File: config.mk
export PLATFORM = sky130hd
export DESIGN_NAME = booth4_seq_mult
export DESIGN_NICKNAME = d
export VERILOG_FILES = /design/src/rtl/booth4_seq_mult.sv
export SDC_FILE = /design/constraint.sdc
export NUM_CORES = 1
export LEC_CHECK = 0
export BUFFER_PORTS_ARGS = -buffer_cell sky130_fd_sc_hd__clkbuf_2
export CORE_ASPECT_RATIO = 0.8
export CORE_MARGIN = 2
export CORE_UTILIZATION = 55
export DETAILED_ROUTE_END_ITERATION = 6
export GPL_TIMING_DRIVEN = 0
export PLACE_DENSITY = 0.76
export SKIP_CTS_REPAIR_TIMING = 1
export SLEW_MARGIN = 10
export SYNTH_ARGS = -nofsm -noshare
export SYNTH_HDL_FRONTEND = slang
export SYNTH_SLANG_ARGS = --single-unit
File: constraint.sdc
create_clock -name clk -period 6.78 [get_ports clk]
set_input_delay 1.356 -clock clk [delete_from_list [all_inputs] [get_ports clk]]
set_output_delay 1.356 -clock clk [all_outputs]
set_load 0.02 [all_outputs]
File: src/rtl/booth4_seq_mult.sv
// Sequential radix-4 (modified Booth) multiplier with start/done handshake.
// Retires two multiplier bits per cycle; signed/unsigned selected per operation.
module booth4_seq_mult #(
  parameter int WIDTH = 8
) (
  input  logic               clk,
  input  logic               reset,
  input  logic               start,
  input  logic               tc,
  input  logic [WIDTH-1:0]   multiplier,
  input  logic [WIDTH-1:0]   multiplicand,
  output logic               ready,
  output logic               busy,
  output logic               done,
  output logic [2*WIDTH-1:0] product
);

  localparam int EW = WIDTH + 2;
  localparam int AW = EW + 2;
  localparam int N  = EW / 2;
  localparam int CW = $clog2(N + 1);
  localparam logic [CW-1:0] N_CNT = CW'(N);

  if ((WIDTH < 4) || ((WIDTH % 2) != 0)) begin : g_bad_width
    $error("booth4_seq_mult: WIDTH must be even and >= 4");
  end

  typedef enum logic [1:0] {
    IDLE = 2'd0,
    RUN  = 2'd1,
    DONE = 2'd2
  } state_t;

  state_t               r_state;
  logic [AW-1:0]        r_acc;
  logic [EW-1:0]        r_x;
  logic [EW-1:0]        r_y;
  logic                 r_xm1;
  logic [CW-1:0]        r_cnt;
  logic [2*WIDTH-1:0]   r_product;

  logic [EW-1:0]        w_x_ext;
  logic [EW-1:0]        w_y_ext;
  logic                 w_zero;
  logic [AW-1:0]        w_y1;
  logic [AW-1:0]        w_y2;
  logic [AW-1:0]        w_addend;
  logic [AW-1:0]        w_sum;
  logic [AW-1:0]        w_acc_next;
  logic [EW-1:0]        w_x_next;

  // Two extra bits keep unsigned operands positive under the signed Booth recoding.
  assign w_x_ext = tc ? {{2{multiplier[WIDTH-1]}}, multiplier}     : {2'b00, multiplier};
  assign w_y_ext = tc ? {{2{multiplicand[WIDTH-1]}}, multiplicand} : {2'b00, multiplicand};
  assign w_zero  = (multiplier == '0) || (multiplicand == '0);

  assign w_y1 = {{2{r_y[EW-1]}}, r_y};
  assign w_y2 = {r_y[EW-1], r_y, 1'b0};

  always_comb begin
    w_addend = '0;
    case ({r_x[1:0], r_xm1})
      3'b001, 3'b010: w_addend = w_y1;
      3'b011:         w_addend = w_y2;
      3'b100:         w_addend = -w_y2;
      3'b101, 3'b110: w_addend = -w_y1;
      default:        w_addend = '0;
    endcase
  end

  assign w_sum      = r_acc + w_addend;
  assign w_acc_next = {{2{w_sum[AW-1]}}, w_sum[AW-1:2]};
  assign w_x_next   = {w_sum[1:0], r_x[EW-1:2]};

  always_ff @(posedge clk or negedge reset) begin
    if (!reset) begin
      r_state   <= IDLE;
      r_acc     <= '0;
      r_x       <= '0;
      r_y       <= '0;
      r_xm1     <= 1'b0;
      r_cnt     <= '0;
      r_product <= '0;
    end else begin
      case (r_state)
        IDLE: begin
          if (start) begin
            if (w_zero) begin
              r_product <= '0;
              r_state   <= DONE;
            end else begin
              r_acc   <= '0;
              r_x     <= w_x_ext;
              r_y     <= w_y_ext;
              r_xm1   <= 1'b0;
              r_cnt   <= N_CNT;
              r_state <= RUN;
            end
          end
        end
        RUN: begin
          r_acc <= w_acc_next;
          r_x   <= w_x_next;
          r_xm1 <= r_x[1];
          r_cnt <= r_cnt - 1'b1;
          // Last iteration: the shifted pair now holds the complete product.
          if (r_cnt == CW'(1)) begin
            r_product <= {w_acc_next[WIDTH-3:0], w_x_next};
            r_state   <= DONE;
          end
        end
        DONE:    r_state <= IDLE;
        default: r_state <= IDLE;
      endcase
    end
  end

  assign ready   = (r_state == IDLE);
  assign busy    = (r_state == RUN);
  assign done    = (r_state == DONE);
  assign product = r_product;

endmodule

==> results.py <==
metrics = {
    "cts": {
        "cts_tree": "yes",
        "cts_htree_levels": 2,
        "clkSinkCount": 51,
        "clk_pin_slew_worst_paths_ns": 0.10,
        "cts_root_buffer": "clkbuf_8",
        "clkLatencyLatePin_ns": 0.31,
        "clockBufferDepth": 2,
        "numCtsBuffers": 5,
    },
    "critical_path": {
        "r2r_end": "r_acc[10]",
        "worstPathArrival_ns": 3.95,
        "critPathTopFamily": "compound AO/OA/AOI/OAI gates",
        "reg2reg_from": "r_y[0]",
        "end_kind": "flop",
        "worstSetupPathType": "reg2reg",
        "crit_fanout": 5,
        "critical-path-slowest-cell": "o311ai_0",
        "r2r_slack_ns": 3.06,
        "critPathBufInv": 1,
        "critical_path.max_stage_delay_ns": 0.57,
        "cp-start-kind": "flop",
        "startpoint": "r_y[0]",
        "ff2ff_path_depth": 16,
        "worstPathRequired_ns": 7.01,
        "crit_chain": "inv_1, ha_1, nand2_1, nand2_1, xnor2_1, a21oi_1, nor2_1, a221o_1, ha_1, a21oi_1, o21ai_2, o311ai_0, a31oi_1, xnor2_1, or3_1, o21ai_0",
    },
    "floorplan": {
        "core_um2": 5500,
        "dieHeight_um": 71.7,
        "dieWidth_um": 88.7,
        "ios": 39,
        "die-area_um2": 6360,
        "floorplan.initialDensity_pct": 57.4,
        "fp-row-count": 24,
    },
    "yosys": {
        "synth_edf_count": 0,
        "ys_warn_count": 0,
        "yosysTopAreaCell": "dfrtp_1",
        "synth_common_cells": "nand2_1 (73), dfrtp_1 (51), nor2_1 (27)",
        "async_reset_ff_share_pct": 100,
        "ys_ff_latch": 51,
        "synth_fp_nets": 386,
        "ys_seq_area_share_pct": 40.5,
        "synth_most_common_cell": "nand2_1",
        "netlist_area_um2": 3150,
        "netlist_instances": 351,
        "synth_top_area_share_pct": 40.5,
        "synth_flop_cell": "dfrtp_1",
        "synth.area.top_cells": "dfrtp_1 (40%), nand2_1 (8.7%), ha_1 (5.6%)",
        "synth.avg_cell_area_um2": 8.98,
        "ys_types": 52,
    },
    "route": {
        "first_iter_violations": 159,
        "ant_nets": 0,
        "routed_wl_um": 7080,
        "avgViaCountPerCell": 5.66,
        "drc_errors": 0,
        "via_count": 2688,
        "first_pass_iters": 6,
        "avgRoutedWirePerCell_um": 14.9,
    },
    "sta": {
        "slew_viol_final": 0,
        "slew-limit-headroom_pct": 53.0,
        "clock.fmax_mhz": 269,
        "finalSetupViolCount": 0,
        "finClkSkew_ns": 0.00959,
        "grt_setup_unrepaired": "false",
        "finalSetupTns_ns": 0,
        "period_needed_ns": 3.72,
        "worst_pin_slew_ns": 0.705,
        "fin_crit_sh_pct": 54.9,
        "timing.final.hold_violations": 0,
    },
    "place": {
        "dpl.hpwl_um": 5490,
        "routabilityCongestion": 0.975,
        "io_buffers": 38,
        "dpl_cell_area_um2": 3440,
    },
    "grt": {
        "track_usage_pct": 24.5,
        "grt.met3_usage_pct": 5.18,
        "grtUsageMet1_pct": 37.2,
        "antenna_found_initial": 0,
        "grt_pass1_wl_um": 12100,
        "grt-ovfl-total": 0,
        "grtUsageMet2_pct": 36.1,
        "first_global_vias": 2532,
        "top_usage_layer": "met1",
        "grt_max_degree": 52,
    },
    "finish": {
        "diodes": 0,
        "nFillCells": 487,
        "fin_util_pct": 64.7,
        "nNetsFinal": 431,
        "final_area_um2": 3550,
        "regArea_um2": 1280,
        "multiInputGateArea_um2": 1730,
        "drive_gt1_share_pct": 19.9,
        "syn_to_final_growth_pct": 12.7,
    },
    "hold_path": {
        "min_delay_path_depth": 2,
        "hp-class": "reg2reg",
        "min-delay-start": "product[9]",
        "min_to": "product[9]",
    },
    "status": {
        "run_status": "complete, no violations",
    },
    "flow_run": {
        "cap_viol_max_count": 0,
    },
}
[metrics by stage]
stage	hold slack, ns	setup WS [ns]	cells
after global routing	0.515	2.87	475
after global placement	0.463	3.29	467
after detailed placement	0.467	3.20	467
final	0.482	3.06	475
after CTS	0.488	3.16	475
after floorplan	0.450	3.69	351
[cells in the final DEF, fill, tap and decap left out, types with 7 or more instances in the layout]
master and n:
a21oi_1 21, a31oi_1 11, clkbuf_1 10, clkbuf_2 37, dfrtp_1 51, ha_1 14
inv_1 9, mux2_2 9, nand2_1 73, nor2_1 27, o21ai_0 22, o21ai_2 7
xnor2_1 10, xor2_1 8
[metal layers]
layer / part of all wire, % / wire length, µm / vias to the layer above
met5: 0 / 0 / -
met4: 1.0 / 72 / 0
met3: 6.7 / 473 / 9
met2: 44 / 3130 / 88
met1: 48 / 3400 / 1261
li1: - / - / 1330
[state kept, by name, indices dropped and copies added, names as in the netlist]
| name | cells |
|---|---|
| r_state | 2 |
| r_x | 10 |
| r_y | 9 |
| r_xm1 | 1 |
| product | 16 |
| r_cnt | 3 |
| r_acc | 10 |
[worst max path at each step]
stage | endpoint | slack (ns) | depth (start not counted)
final | r_acc[10] | 3.06 | 16
after detailed placement | r_acc[10] | 3.20 | 16
after CTS | r_acc[10] | 3.16 | 16
after global routing | r_acc[10] | 2.87 | 16
after floorplan | r_acc[10] | 3.69 | 15
after global placement | r_acc[10] | 3.29 | 16
[kinds of logic (layout without fill, tap and decap cells)]
| family | count (synthesis) | count (layout) | share of synthesized area [%] |
|---|---|---|---|
| multiplexers | 12 | 12 | 4.48 |
| XOR/XNOR | 18 | 18 | 5.00 |
| AO/OA/AOI/OAI | 95 | 95 | 19.6 |
| adder cells (fa/ha/maj) | 15 | 15 | 6.19 |
| AND/OR/NAND/NOR | 132 | 132 | 19.4 |
| flip-flops | 51 | 51 | 40.5 |
| buffers and inverters | 28 | 74 | 4.76 |
[cell type report]
type                            instances  share of cell area [%]
Sequential cell                        51                    35.9
Buffer                                 18                    3.17
Tap cell                               78                    2.75
Inverter                               10                    1.06
Clock buffer                            6                    2.04
Clock inverter                          2                    1.09
Timing Repair Buffer                   38                    5.42
Multi-Input combinational cell        272                    48.6
[worst min-delay path: stages (launching register included)]
cell and delay (ns):
dfrtp_1 0.35, nand2_1 0.06, o21ai_2 0.05
Power is not shown: default switching activity piles up to over one toggle a cycle in this logic, so the estimate is an artifact.
